<file path="config.mk">
export PLATFORM = sky130hd
export DESIGN_NAME = muldiv_32_flat
export DESIGN_NICKNAME = d
export VERILOG_FILES = /design/src/rtl/muldiv_32_if.sv /design/src/rtl/muldiv_32.sv /design/src/flat_wrapper.sv
export SDC_FILE = /design/constraint.sdc
export NUM_CORES = 1
export LEC_CHECK = 0
export CORE_MARGIN = 2
export CORE_UTILIZATION = 40
export DETAILED_ROUTE_END_ITERATION = 10
export PLACE_DENSITY = 0.6
export SLEW_MARGIN = 25
export SYNTH_ARGS = -nofsm -noshare
export SYNTH_HDL_FRONTEND = slang
export SYNTH_SLANG_ARGS = --single-unit
export TNS_END_PERCENT = 30
</file>
<file path="constraint.sdc">
create_clock -name clock -period 10.5 [get_ports clock]
set_clock_uncertainty 0.1 [all_clocks]
set_input_delay 2.1 -clock clock [delete_from_list [all_inputs] [get_ports clock]]
set_output_delay 2.1 -clock clock [all_outputs]
set_load 0.03 [all_outputs]
</file>
<file path="src/rtl/muldiv_32_if.sv">
// muldiv_32_if: handshake and register-transfer bundle for the HI/LO
// multiply/divide unit.
//   start/op/operand_s/operand_t : launch an operation (op 00 MULT, 01 MULTU,
//                                  10 DIV, 11 DIVU)
//   write_hi/write_lo/write_data : MTHI/MTLO register writes
//   busy/done/div_by_zero        : iteration status and completion pulse
//   hi/lo                        : HI/LO register contents (MFHI/MFLO source)
// The master modport drives requests; the slave modport is the unit itself.
interface muldiv_32_if #(
  parameter int WIDTH = 32
);
  logic             start;
  logic [1:0]       op;
  logic [WIDTH-1:0] operand_s;
  logic [WIDTH-1:0] operand_t;
  logic             write_hi;
  logic             write_lo;
  logic [WIDTH-1:0] write_data;
  logic             busy;
  logic             done;
  logic             div_by_zero;
  logic [WIDTH-1:0] hi;
  logic [WIDTH-1:0] lo;

  modport master (
    output start, op, operand_s, operand_t, write_hi, write_lo, write_data,
    input  busy, done, div_by_zero, hi, lo
  );

  modport slave (
    input  start, op, operand_s, operand_t, write_hi, write_lo, write_data,
    output busy, done, div_by_zero, hi, lo
  );
endinterface

</file>
<file path="src/rtl/muldiv_32.sv">
// muldiv_32: iterative radix-2 multiply/divide unit owning the HI and LO
// registers. Multiplies use shift-add and divides use restoring division, both
// on operand magnitudes, one bit per cycle; signs are fixed up when the result
// is written back.
// Ports:
//   clock   : rising-edge clock
//   reset_n : synchronous active-low reset
//   bus     : muldiv_32_if slave (start/op/operands, MTHI/MTLO writes,
//             busy/done/div_by_zero status, hi/lo registers)
module muldiv_32 #(
  parameter int WIDTH = 32
) (
  input  logic        clock,
  input  logic        reset_n,
  muldiv_32_if.slave  bus
);

  localparam logic [1:0] IDLE = 2'd0;
  localparam logic [1:0] RUN  = 2'd1;
  localparam logic [1:0] DONE = 2'd2;

  localparam int            CW   = $clog2(WIDTH) + 1;
  localparam logic [CW-1:0] LAST = CW'(WIDTH - 1);

  logic [1:0]       state_q, state_d;
  logic [CW-1:0]    count_q, count_d;
  logic [1:0]       op_q, op_d;
  // accHi holds the partial product upper half or the partial remainder;
  // accLo holds the multiplier being shifted out or the dividend/quotient.
  logic [WIDTH:0]   accHi_q, accHi_d;
  logic [WIDTH-1:0] accLo_q, accLo_d;
  logic [WIDTH-1:0] opnd_q, opnd_d;
  logic [WIDTH-1:0] hi_q, hi_d;
  logic [WIDTH-1:0] lo_q, lo_d;
  logic             negRes_q, negRes_d;
  logic             negRem_q, negRem_d;
  logic             dbz_q, dbz_d;

  // Operand magnitudes and signs for the launching request.
  logic             isSigned, sNeg, tNeg, divZero;
  logic [WIDTH-1:0] magS, magT;

  always_comb begin
    isSigned = ~bus.op[0];
    sNeg     = isSigned & bus.operand_s[WIDTH-1];
    tNeg     = isSigned & bus.operand_t[WIDTH-1];
    magS     = sNeg ? (~bus.operand_s + 1'b1) : bus.operand_s;
    magT     = tNeg ? (~bus.operand_t + 1'b1) : bus.operand_t;
    divZero  = bus.op[1] & (bus.operand_t == '0);
  end

  // One iteration step. Multiply adds the multiplicand when the low multiplier
  // bit is set, then shifts {accHi, accLo} right. Divide shifts the next
  // dividend bit into the remainder and subtracts the divisor if it fits.
  logic [WIDTH:0]     addend, sum, shifted, diff;
  logic               fits;
  logic [WIDTH:0]     accHiIt;
  logic [WIDTH-1:0]   accLoIt;

  always_comb begin
    addend  = accLo_q[0] ? {1'b0, opnd_q} : '0;
    sum     = accHi_q + addend;
    shifted = {accHi_q[WIDTH-1:0], accLo_q[WIDTH-1]};
    fits    = shifted >= {1'b0, opnd_q};
    diff    = shifted - {1'b0, opnd_q};
    if (op_q[1]) begin
      accHiIt = fits ? diff : shifted;
      accLoIt = {accLo_q[WIDTH-2:0], fits};
    end else begin
      accHiIt = {1'b0, sum[WIDTH:1]};
      accLoIt = {sum[0], accLo_q[WIDTH-1:1]};
    end
  end

  // Sign correction of the finished magnitudes. The remainder magnitude is
  // always below the divisor so it fits in WIDTH bits.
  logic [2*WIDTH-1:0] prodMag, prod;
  logic [WIDTH-1:0]   quo, rem;

  always_comb begin
    prodMag = {accHiIt[WIDTH-1:0], accLoIt};
    prod    = negRes_q ? (~prodMag + 1'b1) : prodMag;
    quo     = negRes_q ? (~accLoIt + 1'b1) : accLoIt;
    rem     = negRem_q ? (~accHiIt[WIDTH-1:0] + 1'b1) : accHiIt[WIDTH-1:0];
  end

  // Next-state logic. Writes and starts are honoured whenever the unit is not
  // iterating; a start in the DONE cycle chains straight into the next
  // operation. A zero divisor is caught at launch and goes directly to DONE
  // with the flag set and HI/LO untouched.
  always_comb begin
    state_d  = state_q;
    count_d  = count_q;
    op_d     = op_q;
    accHi_d  = accHi_q;
    accLo_d  = accLo_q;
    opnd_d   = opnd_q;
    hi_d     = hi_q;
    lo_d     = lo_q;
    negRes_d = negRes_q;
    negRem_d = negRem_q;
    dbz_d    = dbz_q;
    case (state_q)
      RUN: begin
        accHi_d = accHiIt;
        accLo_d = accLoIt;
        count_d = count_q + 1'b1;
        if (count_q == LAST) begin
          state_d = DONE;
          dbz_d   = 1'b0;
          if (op_q[1]) begin
            hi_d = rem;
            lo_d = quo;
          end else begin
            hi_d = prod[2*WIDTH-1:WIDTH];
            lo_d = prod[WIDTH-1:0];
          end
        end
      end
      IDLE, DONE: begin
        state_d = IDLE;
        if (bus.write_hi) hi_d = bus.write_data;
        if (bus.write_lo) lo_d = bus.write_data;
        if (bus.start) begin
          op_d = bus.op;
          if (divZero) begin
            state_d = DONE;
            dbz_d   = 1'b1;
          end else begin
            state_d  = RUN;
            dbz_d    = 1'b0;
            count_d  = '0;
            accHi_d  = '0;
            negRes_d = sNeg ^ tNeg;
            negRem_d = sNeg;
            accLo_d  = bus.op[1] ? magS : magT;
            opnd_d   = bus.op[1] ? magT : magS;
          end
        end
      end
      default: state_d = IDLE;
    endcase
  end

  // State registers with synchronous active-low reset.
  always_ff @(posedge clock) begin
    if (!reset_n) begin
      state_q  <= IDLE;
      count_q  <= '0;
      op_q     <= '0;
      accHi_q  <= '0;
      accLo_q  <= '0;
      opnd_q   <= '0;
      hi_q     <= '0;
      lo_q     <= '0;
      negRes_q <= 1'b0;
      negRem_q <= 1'b0;
      dbz_q    <= 1'b0;
    end else begin
      state_q  <= state_d;
      count_q  <= count_d;
      op_q     <= op_d;
      accHi_q  <= accHi_d;
      accLo_q  <= accLo_d;
      opnd_q   <= opnd_d;
      hi_q     <= hi_d;
      lo_q     <= lo_d;
      negRes_q <= negRes_d;
      negRem_q <= negRem_d;
      dbz_q    <= dbz_d;
    end
  end

  assign bus.busy        = (state_q == RUN);
  assign bus.done        = (state_q == DONE);
  assign bus.div_by_zero = (state_q == DONE) & dbz_q;
  assign bus.hi          = hi_q;
  assign bus.lo          = lo_q;

endmodule

</file>
<file path="src/flat_wrapper.sv">
// flat-port wrapper written by rule: the top's interface ports become plain ports
module muldiv_32_flat 
#(
  parameter int WIDTH = 32
)
  (clock, reset_n, bus_start, bus_op, bus_operand_s, bus_operand_t, bus_write_hi, bus_write_lo, bus_write_data, bus_busy, bus_done, bus_div_by_zero, bus_hi, bus_lo);
  muldiv_32_if #(.WIDTH(WIDTH)) bus_i ();
  input  logic clock;
  input  logic reset_n;
  input wire logic [$bits(bus_i.start)-1:0] bus_start;
  input wire logic [$bits(bus_i.op)-1:0] bus_op;
  input wire logic [$bits(bus_i.operand_s)-1:0] bus_operand_s;
  input wire logic [$bits(bus_i.operand_t)-1:0] bus_operand_t;
  input wire logic [$bits(bus_i.write_hi)-1:0] bus_write_hi;
  input wire logic [$bits(bus_i.write_lo)-1:0] bus_write_lo;
  input wire logic [$bits(bus_i.write_data)-1:0] bus_write_data;
  output wire logic [$bits(bus_i.busy)-1:0] bus_busy;
  output wire logic [$bits(bus_i.done)-1:0] bus_done;
  output wire logic [$bits(bus_i.div_by_zero)-1:0] bus_div_by_zero;
  output wire logic [$bits(bus_i.hi)-1:0] bus_hi;
  output wire logic [$bits(bus_i.lo)-1:0] bus_lo;
  assign bus_i.start = bus_start;
  assign bus_i.op = bus_op;
  assign bus_i.operand_s = bus_operand_s;
  assign bus_i.operand_t = bus_operand_t;
  assign bus_i.write_hi = bus_write_hi;
  assign bus_i.write_lo = bus_write_lo;
  assign bus_i.write_data = bus_write_data;
  assign bus_busy = bus_i.busy;
  assign bus_done = bus_i.done;
  assign bus_div_by_zero = bus_i.div_by_zero;
  assign bus_hi = bus_i.hi;
  assign bus_lo = bus_i.lo;
  muldiv_32 #(.WIDTH(WIDTH)) u_core (.clock(clock), .reset_n(reset_n), .bus(bus_i));
endmodule
</file>
Yosys cells after proc, flatten, opt, wreduce, memory -nomap -nowiden
Cells that the tools add are included.

Register bits after elaboration: 174. Input port bits: 103. Output and inout bits: 67. Word-level logic and storage cells: 86.

Add/subtract/negate cells: 8. Order comparisons: 1. Equality and inequality tests: 8. Mux-type cells: 36. Bitwise gates (word level): 12. Reduce and logical (&&, ||, !) cells: 10.

Operators with widths (number): $mux 32 (16); $pmux 32 s2 (3); $mux 33 (4); $add 32x1->32 const B (4); $not 32->32 (4); $pmux 33 s2 (1); $add 64x1->64 const B (1); $mux 64 (1); $not 64->64 (1); $add 33x33->33 (1); $ge 33x32->1 (1); $sub 33x32->33 (1); $logic_not 32->1 (1); $reduce_and 3->1 (5); $mux 6 (2); $pmux 6 s2 (1); $ne 2x2->1 const B (4); $add 6x1->6 const B (1); $eq 6x5->1 const B (1); $mux 2 (3); $and 1x1->1 (4); $pmux 2 s2 (1); $mux 1 (3); $eq 2x1->1 const B (1); 9 further kinds (10).

Logic depth before layout (Yosys ltp)
Gate-level depths: netlist of run 1.

Word-level depth: 9. Mapped depth: 25. Depth with buffers taken out: 22.

Least setup slack after synthesis of run 1
Ideal clock, no wire load.

Path kind: reg2reg. Start: reg u_core.opnd_q[26]. End: reg u_core.hi_q[26], in the netlist u_core.bus.hi[26]. Library setup time: 0.095 ns. Arrival time: 4.949 ns. Required time: 10.305 ns. Setup slack: 5.356 ns. Stages on the path, launching flop included: 25. Cell sequence: dfxtp_1 > inv_1 > ha_1 > a21o_1 > a21o_1 > a221oi_2 > and3_1 > buf_6 > buf_6 > buf_6 > a31oi_1 > inv_1 > ha_1 > o21a_1 > o2111ai_2 > nor4_4 > nand3_1 > or2_1 > or4_1 > a21o_1 > a2111oi_2 > nor2_1 > o31ai_2 > xor2_1 > a221oi_1.

Longest elaborated chain between the ends: 9. Elaborated cells between the ends (all ways): 16. Those cells by class: add/sub (4); order compare (1); mux (9); bitwise (2).

Ends and longest elaborated chain: start, declared (line muldiv_32.sv:32) `logic [WIDTH-1:0] opnd_q, opnd_d;`; start signal, assigned (line muldiv_32.sv:165) `opnd_q <= opnd_d;`; $mux 32, or another cell as far along (line muldiv_32.sv:61) `addend = accLo_q[0] ? {1'b0, opnd_q} : '0;`; $add 33x33->33 / $mux 33 (equally long branches) (line muldiv_32.sv:62, muldiv_32.sv:67); $mux 33 (line muldiv_32.sv:66) `if (op_q[1]) begin`; $not 64->64 / $not 32->32 (equally long branches) (line muldiv_32.sv:82, muldiv_32.sv:84); $add 64x1->64 / $add 32x1->32 (equally long branches) (line muldiv_32.sv:82, muldiv_32.sv:84); $mux 64 / $mux 32 (equally long branches) (line muldiv_32.sv:82, muldiv_32.sv:84); $mux 32 * (line muldiv_32.sv:111) `if (op_q[1]) begin`; $mux 32 * (line muldiv_32.sv:108) `if (count_q == LAST) begin`; $pmux 32 s2 * (line muldiv_32.sv:103) `case (state_q)`; end signal, assigned (line muldiv_32.sv:166) `hi_q <= hi_d;`; end, declared (line muldiv_32.sv:33) `logic [WIDTH-1:0] hi_q, hi_d;`.

Every way passes the cells marked *; elsewhere a longest branch is shown, timed or not. The select of a mux whose other input is x is not followed. A chain may end at the register's enable or synchronous reset.

Worst setup path after layout of run 1
Start: in bus_operand_t[0]. End: reg u_core.opnd_q[2].

Longest elaborated chain between the ends: 4. Elaborated cells between the ends (all ways): 8. Those cells by class: add/sub (1); mux (2); bitwise (3); reduce/logical (2).

Ends and longest elaborated chain: start, declared (line flat_wrapper.sv:13) `input wire logic [$bits(bus_i.operand_t)-1:0] bus_operand_t;`; $not 32->32 / $logic_not 32->1 (equally long branches) (line muldiv_32.sv:48, muldiv_32.sv:49); $add 32x1->32 / $and 1x1->1 (equally long branches) (line muldiv_32.sv:48, muldiv_32.sv:49); $mux 32 / $not 1->1 (equally long branches); $mux 32 / $reduce_and 3->1 (equally long branches).

Several ways; a longest one is shown, not always the timed one.

==> impl_metrics.csv, run 1 <==
group,metric,value,unit
grt,grt_pass1_vias,16585,
routing,drt-vias-per-instance,6.21,
floorplanning,start_util,0.407,
routing,dr_total_vias,17869,
worst_setup_path,cp.required,10.79,ns
layout,fin_nets,2515,
grt,grt_start_max_net_pins,86,
routing,dr.pass1.iters,6,
logic_synthesis,synth_compound_area_frac,0.294,
sta,hold_viol,0,
place,port_buffers,169,
place,dpl.hpwl,52.5,mm
logic_synthesis,synth_cells,2274,
clock_tree,cts_tree,"done",
clock_tree,clock_latency,0.47,ns
sta,rsz0062_at_grt,"no",
logic_synthesis,synth_top_area_frac,0.213,
place,pre_cts_ws,3.69,ns
grt,antenna_found_initial,5,
sta,min_period,6.44,ns
logic_synthesis,ys.warnings.count,0,
routing,drc,0,
floorplanning,die_h,205,um
clock_tree,clk_pin_slew,0.07,ns
layout,drive_above_1_share,0.0612,
grt,grt_use_total,0.316,
layout,final_common_cell,"nor2_1",
routing,drt-initial-drc-count,1706,
layout,diodes,0,
routing,wl,67.9,mm
power,p_per_area,132,nW/um^2
worst_setup_path,startpoint_type,"primary input",
clock_tree,ctsHoldBuffers,0,
logic_synthesis,synth_simple_gate_area_frac,0.255,
sta,fin_setup_tns,0,ns
logic_synthesis,synth-xor-area-share,0.0863,
sta,worstMarginPinSlew,1.06,ns
clock_tree,root_buffer,"clkbuf_16",
clock_tree,clkSinkCount,173,
sta,post-route-period-util,0.613,
logic_synthesis,synth_mux_area_frac,0.0407,
sta,fin_ws,4.06,ns
logic_synthesis,ys_seq_area_frac,0.213,
worst_setup_path,worstPathArrival,6.72,ns
grt,grt_pass1_wl,101,mm
worst_setup_path,worstSetupPathType,"primary input to flip-flop",
logic_synthesis,ys_seq_elements,173,
sta,timing.slew.headroom,0.291,
logic_synthesis,ys_top_cells_by_area,"dfxtp_1 (21%), nor2_1 (7.2%), a21oi_1 (6.7%)",
logic_synthesis,synthFlopType,"dfxtp_1",
floorplanning,ios,170,
logic_synthesis,async_reset_ff_frac,0,
logic_synthesis,synth_top_family_by_area,"compound AO/OA/AOI/OAI gates",
place,place.gp.congestion,0.978,
layout,areaGrowthSynthToFinish,15.8,%
power,p_leak,7.19,nW
worst_setup_path,cp-end-kind,"flip-flop",
grt,grt_overflow_total,0,
logic_synthesis,syn_avg_cell_area,7.14,um^2
logic_synthesis,synth_largest_area_cell,"dfxtp_1",
logic_synthesis,synthesis.area,16200,um^2
sta,max_freq,155,MHz
logic_synthesis,syn-num-nets,2448,
layout,fillers,4089,
power,ir_drop,101,uV
routing,wire_per_inst,23.6,um
logic_synthesis,synth_edf_count,0,
worst_setup_path,cp_max_fo,85,
clock_tree,clk_path_buf_depth,2,
min_path,hold_class,"flip-flop to flip-flop",
floorplanning,dieArea,42200,um^2
floorplanning,die_x,205,um
logic_synthesis,synth_cell_types,107,
sta,finalSetupViolations,0,
clock_tree,cts_setup_buffers,0,
clock_tree,cts_max_level,4,
floorplanning,core,39900,um^2
layout,most-common-layout-cells,"nor2_1 (312), a21oi_1 (214), nand2_1 (199)",
sta,final-max-slew-violation-count,0,
clock_tree,cts_resized,0,
flow_run,drv_cap,0,
routing,ant_nets,0,
logic_synthesis,synth_fa_ha_area_frac,0.0556,
run_status,status,"completed",
floorplanning,rows,73,
clock_tree,numCtsBuffers,17,
critical path, stage by stage:
cell             delay, ns
clkdlybuf4s50_1       0.49
inv_1                 0.11
ha_1                  0.19
inv_1                 0.06
or3_1                 0.42
nor4_1                0.71
nand3_1               0.37
nor2b_1               0.29
nand4b_1              0.32
nand2_4               0.30
buf_4                 0.80
mux2_2                0.41
nor2_1                0.09
per-stage QoR:
step           cells  power, mW  hold slack (ns)  utilization  cell area [um^2]
6_report        2878       2.49            0.360        0.471             18800
5_1_grt         2878       2.60            0.382        0.471             18800
4_1_cts         2878       2.47            0.361        0.471             18800
3_5_place_dp    2847       1.78            0.353        0.456             18200
3_3_place_gp    2847       1.77            0.339        0.455             18200
2_1_floorplan   2274       1.42            0.332            -             16200
cell usage after synthesis (all sizes together) (25+ instances only):
library cell and number:
dfxtp 173, ha 69, a21oi 219, nand2b 29
clkbuf 111, nand2 201, a31oi 52, and2 46
nand3 60, o21ai 134, inv 71, a211oi 86
nor3 71, nor2 315, nand4 25, o211ai 39
xnor2 75, buf 37, mux2i 57, xor2 85
area by class of cell:
class	count	area (um^2)	share of cell area
clock buffers	19	453	0.0241
clock inverters	12	156	0.00832
inverters	73	277	0.0147
multi-input cells	1880	11900	0.633
flip-flops and latches	173	3470	0.185
well taps	525	657	0.0349
repair buffers	196	1890	0.100
layer usage:
layer / GRT usage / vias up / share of wire
met5: 0 / - / 0
met4: 0.137 / 0 / 0.042
met3: 0.0486 / 113 / 0.070
met2: 0.492 / 752 / 0.44
met1: 0.431 / 8595 / 0.45
li1: - / 8409 / -
power breakdown:
part / switching, mW / internal, mW / total (mW)
clock: 0.307 / 0.389 / 0.696
combinational: 0.668 / 0.354 / 1.02
sequential: 0.0625 / 0.707 / 0.769
sequential cells by signal, summed over array words and instances (netlist names):
signal / count
u_core.bus.lo: 32
u_core.op_q: 1
u_core.negRem_q: 1
u_core.state_q: 2
u_core.count_q: 6
u_core.negRes_q: 1
u_core.opnd_q: 32
u_core.accHi_q: 33
u_core.dbz_q: 1
u_core.accLo_q: 32
u_core.bus.hi: 32
cell families (layout without fill, tap and decap cells):
logic type	Yosys count	in the layout
AO/OA/AOI/OAI	716	716
XOR/XNOR	160	160
adder cells (fa/ha/maj)	71	71
buffers and inverters	221	300
flip-flops	173	173
multiplexers	65	65
AND/OR/NAND/NOR	868	868
path summary, 6_finish.rpt:
check / start / end / slack, ns / cells after the start
setup / recovery: bus_operand_t[0] / u_core.opnd_q[2] / 4.06 / 13
hold / removal: u_core.bus.hi[0] / u_core.bus.hi[0] / 0.36 / 2
setup reg to reg: u_core.opnd_q[26] / u_core.bus.hi[6] / 4.28 / 22
hold reg to reg: u_core.bus.hi[0] / u_core.bus.hi[0] / 0.36 / 2
Note: power is estimated with default switching activity, not from simulation.
==> inputs of run 2 (changes only) <==
==> constraint.sdc (replaced) <==
create_clock -name clock -period 6.1 [get_ports clock]
set_clock_uncertainty 0.1 [all_clocks]
set_input_delay 1.22 -clock clock [delete_from_list [all_inputs] [get_ports clock]]
set_output_delay 1.22 -clock clock [all_outputs]
set_load 0.03 [all_outputs]
==> run 2 against run 1 <==
Effect of this change: design area grew 0.70%; sequential power grew 70%; highest routed layer unchanged; hold slack lost 0.0051 ns; die area is the same; wire length decreased by 0.45%; count of clock-buffer cells in the layout up 2; combinational power rose by 74%.
==> impl_metrics.csv, run 2 (synthesis gave the netlist of run 1 again) <==
group,metric,value,unit
run_status,status,"completed",
floorplanning,ios,170,
routing,dr.pass1.iters,8,
worst_setup_path,cp_top_family,"compound AO/OA/AOI/OAI gates",
worst_setup_path,worstSetupPathType,"flip-flop to flip-flop",
grt,grt_start_max_net_pins,76,
clock_tree,numCtsBuffers,17,
clock_tree,clkSinkCount,173,
sta,fin_setup_tns,0,ns
clock_tree,clk_pin_slew,0.08,ns
power,p_sw_frac,0.423,
power,p_clk_frac,0.266,
clock_tree,clk_path_buf_depth,2,
sta,worstMarginPinSlew,0.993,ns
clock_tree,cts_max_level,4,
power,power.total,4.20,mW
worst_setup_path,cp.required,6.38,ns
floorplanning,die_x,205,um
grt,grt_pass1_wl,102,mm
routing,drt-initial-drc-count,1847,
sta,min_period,5.60,ns
min_path,hold_class,"flip-flop to flip-flop",
place,pre_cts_ws,0.538,ns
routing,dr_total_vias,17958,
power,ir_drop,146,uV
floorplanning,start_util,0.407,
clock_tree,clock_latency,0.48,ns
sta,final-max-slew-violation-count,0,
worst_setup_path,worstPathArrival,5.88,ns
power,pwr-share-seq,0.313,
layout,largest_reg_flops,33,
floorplanning,dieArea,42200,um^2
sta,timing.slew.headroom,0.334,
clock_tree,root_buffer,"clkbuf_16",
layout,regMostFlops,"u_core.accHi_q",
clock_tree,cts_resized,0,
sta,fin_ws,0.497,ns
grt,grt_pass1_vias,16575,
routing,ant_nets,0,
worst_setup_path,startpoint_type,"flip-flop",
layout,fillers,4042,
place,dpl.hpwl,52.3,mm
power,intPower,2.43,mW
worst_setup_path,cpPeakStageDelay,0.55,ns
clock_tree,cts_tree,"done",
place,port_buffers,169,
worst_setup_path,critPathBufInv,2,
routing,wl,67.6,mm
place,place.gp.congestion,0.979,
sta,hold_viol,0,
flow_run,drv_cap,0,
grt,grt_use_total,0.316,
worst_setup_path,cp_slowest_cell,"or4_1",
power,pwr-share-comb,0.422,
power,p_per_area,222,nW/um^2
layout,most-common-layout-cells,"nor2_1 (312), a21oi_1 (215), nand2_1 (199)",
grt,grt_overflow_total,0,
layout,areaGrowthSynthToFinish,16.6,%
worst_setup_path,cp_max_fo,9,
floorplanning,die_h,205,um
layout,fin_nets,2535,
routing,wire_per_inst,23.3,um
power,p_leak,7.26,nW
routing,drt-vias-per-instance,6.19,
power,p_switching,1.78,mW
sta,rsz0062_at_grt,"no",
sta,finalSetupViolations,0,
worst_setup_path,worstPathCellList,"inv_1, ha_1, a21oi_1, o21ai_0, a221oi_2, and3_1, a31oi_1, inv_1, ha_1, o21a_1, o2111ai_2, nor4_4, nand3_1, or2_1, or4_1, a21o_1, a2111oi_2, nor2_1, o31ai_2, xor2_1, a221oi_1",
floorplanning,rows,73,
grt,antenna_found_initial,1,
layout,drive_above_1_share,0.0699,
layout,final_common_cell,"nor2_1",
sta,max_freq,178,MHz
routing,drc,0,
worst_setup_path,cp-end-kind,"flip-flop",
sta,post-route-period-util,0.919,
floorplanning,core,39900,um^2
[run 2: repair_timing]
action	in CTS	in global routing
endpoints found under the setup margin	0	1
hold buffers	0	0
setup buffers	0	0
[run 2: area by class of cell]
class	count	area (um^2)	area share
sequential	173	3470	0.183
tap	525	657	0.0347
inverter	73	277	0.0146
clock buffer	21	460	0.0243
multi-input combinational	1880	11900	0.629
antenna	1	2.50	0.000132
timing repair buffer	216	2050	0.108
clock inverter	11	106	0.00562
[run 2: through the flow]
step | area, um^2 | cells | hold slack [ns] | utilization
2_1_floorplan | 16200 | 2274 | 0.332 | -
3_3_place_gp | 18300 | 2867 | 0.344 | 0.459
3_5_place_dp | 18400 | 2867 | 0.347 | 0.460
4_1_cts | 18900 | 2899 | 0.355 | 0.474
5_1_grt | 18900 | 2899 | 0.383 | 0.474
6_report | 18900 | 2900 | 0.355 | 0.474
[run 2: tightest hold or removal path, stage by stage, from the launching register on]
cell and delay, ns:
dfxtp_1 0.31, nand2_1 0.05, a21oi_1 0.05
[run 2: routing by layer]
metal,wire (um),vias up,track usage,part of all wire
li1,-,8426,-,-
met1,30000,8547,0.440,0.44
met2,29200,829,0.481,0.43
met3,5240,156,0.0497,0.078
met4,3210,0,0.138,0.047
met5,0,-,0,0
[run 2: final timing paths]
kind | startpoint | to | slack, ns | cells after the start
worst max-delay path | u_core.opnd_q[22] | u_core.bus.hi[26] | 0.50 | 21
worst min-delay path | u_core.bus.hi[0] | u_core.bus.hi[0] | 0.35 | 2
worst min register to register | u_core.bus.hi[0] | u_core.bus.hi[0] | 0.35 | 2
worst max register to register | u_core.opnd_q[22] | u_core.bus.hi[26] | 0.50 | 21
[run 2: power groups by stage]
stage	clock, mW	combinational, mW	sequential [mW]
final	1.12	1.77	1.31
after global routing	1.17	1.91	1.32
after CTS	1.13	1.74	1.31
after detailed placement	0	1.73	1.34
after global placement	0	1.72	1.33
after floorplan	0	1.08	1.37
==> inputs of run 3 (changes only) <==
--- a/config.mk
+++ b/config.mk
@@ -7,9 +7,9 @@
 export LEC_CHECK = 0
 export CORE_MARGIN = 2
 export CORE_UTILIZATION = 40
+export CTS_BUF_LIST = sky130_fd_sc_hd__clkbuf_2 sky130_fd_sc_hd__clkbuf_4 sky130_fd_sc_hd__clkbuf_8
 export DETAILED_ROUTE_END_ITERATION = 10
 export PLACE_DENSITY = 0.6
-export SLEW_MARGIN = 25
 export SYNTH_ARGS = -nofsm -noshare
 export SYNTH_HDL_FRONTEND = slang
 export SYNTH_SLANG_ARGS = --single-unit
==> run 3 against run 2 <==
Effect of this change: hold slack better by 0.0076 ns; first-iteration DRC count is 13% higher; via count is 0.46% lower; largest cell class unchanged; global-route usage is 0.22 points lower; largest power group unchanged; combinational power hardly changed.
==> impl_metrics.csv, run 3 (synthesis gave the netlist of run 1 again) <==
group,metric,value,unit
place,port_buffers,169,
floorplanning,ios,170,
power,pwr-share-seq,0.339,
floorplanning,rows,73,
routing,drt-initial-drc-count,2092,
sta,max_freq,178,MHz
worst_setup_path,cp.depth,21,
flow_run,drv_cap,0,
worst_setup_path,timing.rr.end,"u_core.bus.hi[26]",
worst_setup_path,worstSetupPathType,"flip-flop to flip-flop",
sta,post-route-period-util,0.919,
clock_tree,numCtsBuffers,17,
floorplanning,die_h,205,um
clock_tree,ctsHoldBuffers,0,
clock_tree,clk_path_buf_depth,2,
layout,fin_cells,2900,
worst_setup_path,cp-end-kind,"flip-flop",
layout,drive_above_1_share,0.0682,
routing,wire_per_inst,23.2,um
place,place.gp.congestion,0.979,
power,p_clk_frac,0.204,
worst_setup_path,cp_slowest_cell,"or4_1",
sta,worstMarginPinSlew,1.31,ns
min_path,hold_class,"flip-flop to flip-flop",
worst_setup_path,startpoint,"u_core.opnd_q[24]",
routing,drc,0,
clock_tree,clock_latency,0.54,ns
worst_setup_path,worstPathArrival,5.94,ns
routing,wl,67.2,mm
sta,final-max-slew-violation-count,0,
layout,regMostFlops,"u_core.accHi_q",
routing,dr_total_vias,17875,
routing,drt-vias-per-instance,6.16,
power,p_leak,7.16,nW
floorplanning,dieArea,42200,um^2
worst_setup_path,startpoint_type,"flip-flop",
layout,final_common_cell,"nor2_1",
place,dpl.cell_count,2867,
worst_setup_path,rr_worst_depth,21,
clock_tree,clk_pin_slew,0.11,ns
worst_setup_path,cp_top_family,"compound AO/OA/AOI/OAI gates",
layout,largest_reg_flops,33,
clock_tree,clkSinkCount,173,
grt,grt_use_total,0.314,
clock_tree,cts_max_level,4,
layout,fin_nets,2535,
power,power.total,3.87,mW
worst_setup_path,cp.required,6.44,ns
clock_tree,cts_resized,0,
worst_setup_path,cpPeakStageDelay,0.55,ns
power,p_per_area,207,nW/um^2
grt,grt_pass1_vias,16513,
worst_setup_path,worstPathCellList,"inv_1, ha_1, a21oi_2, o21ai_0, a221oi_2, and3_1, a31oi_1, inv_1, ha_1, o21a_1, o2111ai_2, nor4_4, nand3_1, or2_1, or4_1, a21o_1, a2111oi_2, nor2_1, o31ai_2, xor2_1, a221oi_1",
layout,areaGrowthSynthToFinish,15.1,%
routing,dr.pass1.iters,5,
sta,hold_viol,0,
grt,grt_pass1_wl,101,mm
floorplanning,die_x,205,um
worst_setup_path,critPathBufInv,2,
worst_setup_path,r2r_slack,0.50,ns
place,dpl.hpwl,52.4,mm
worst_setup_path,cp_max_fo,8,
clock_tree,cts_tree,"done",
layout,most-common-layout-cells,"nor2_1 (312), a21oi_1 (215), nand2_1 (200)",
power,p_switching,1.74,mW
sta,min_period,5.60,ns
routing,ant_nets,0,
power,pwr-share-comb,0.457,
sta,hold_ws,0.363,ns
layout,fin_util,0.468,
grt,antenna_found_initial,1,
floorplanning,core,39900,um^2
sta,timing.slew.headroom,0.125,
clock_tree,cts_setup_buffers,0,
floorplanning,start_util,0.407,
grt,grt_overflow_total,0,
clock_tree,root_buffer,"clkbuf_8",
worst_setup_path,cp-endpoint,"u_core.bus.hi[26]",
sta,finalSetupViolations,0,
worst_setup_path,r2r-start,"u_core.opnd_q[24]",
power,p_sw_frac,0.448,
layout,fillers,4052,
sta,fin_setup_tns,0,ns
grt,grt_start_max_net_pins,76,
run_status,status,"completed",
power,ir_drop,112,uV
power,intPower,2.14,mW
sta,rsz0062_at_grt,"no",
## run 3: cell types whose count changed in the layout (fill, tap and decap cells not counted), moves of 2 or more
cell and delta:
clkbuf_1 -2, clkinv_2 +2, a211oi_2 -5, a211oi_1 +5
clkbuf_4 +3, clkbuf_8 +15, clkbuf_16 -17
## run 3: cell type report
cell class / instances / area [um^2] / share of cell area
Clock buffer: 20 / 256 / 0.0137
Antenna cell: 1 / 2.50 / 0.000134
Tap cell: 525 / 657 / 0.0352
Timing Repair Buffer: 216 / 2050 / 0.110
Multi-Input combinational cell: 1880 / 11900 / 0.636
Inverter: 73 / 277 / 0.0148
Clock inverter: 12 / 88.8 / 0.00475
Sequential cell: 173 / 3470 / 0.186
## run 3: worst min-delay path, cell delays in order, from the launching register on
cell and delay, ns:
dfxtp_1 0.32, nand2_1 0.05, a21oi_1 0.05
## run 3: worst min-delay path by stage
| stage | start | endpoint | slack [ns] | cells after the start |
|---|---|---|---|---|
| 2_1_floorplan | u_core.dbz_q | u_core.dbz_q | 0.33 | 2 |
| 3_3_place_gp | u_core.bus.lo[21] | u_core.bus.lo[21] | 0.34 | 2 |
| 3_5_place_dp | u_core.bus.hi[0] | u_core.bus.hi[0] | 0.35 | 2 |
| 4_1_cts | u_core.bus.hi[0] | u_core.bus.hi[0] | 0.36 | 2 |
| 5_1_grt | u_core.dbz_q | u_core.dbz_q | 0.39 | 2 |
| 6_report | u_core.bus.hi[0] | u_core.bus.hi[0] | 0.36 | 2 |
## run 3: routing by layer
metal | GRT usage | share of wire
met3 | 0.0526 | 0.083
met2 | 0.481 | 0.44
met5 | 0 | 0
met4 | 0.135 | 0.044
met1 | 0.433 | 0.44
## run 3: metrics by stage
step / setup WS [ns] / area (um^2)
floorplan: 0.956 / 16200
detailed placement: 0.544 / 18300
global placement: 0.613 / 18300
global route: 0.0120 / 18700
finish: 0.496 / 18700
CTS: 0.493 / 18700
## run 3: power groups by stage
stage	clock network [mW]	logic (mW)	registers, mW
after floorplan	0	1.08	1.37
after global placement	0	1.72	1.33
after detailed placement	0	1.73	1.34
after CTS	0.804	1.74	1.31
after global routing	0.846	1.90	1.32
final	0.790	1.77	1.31
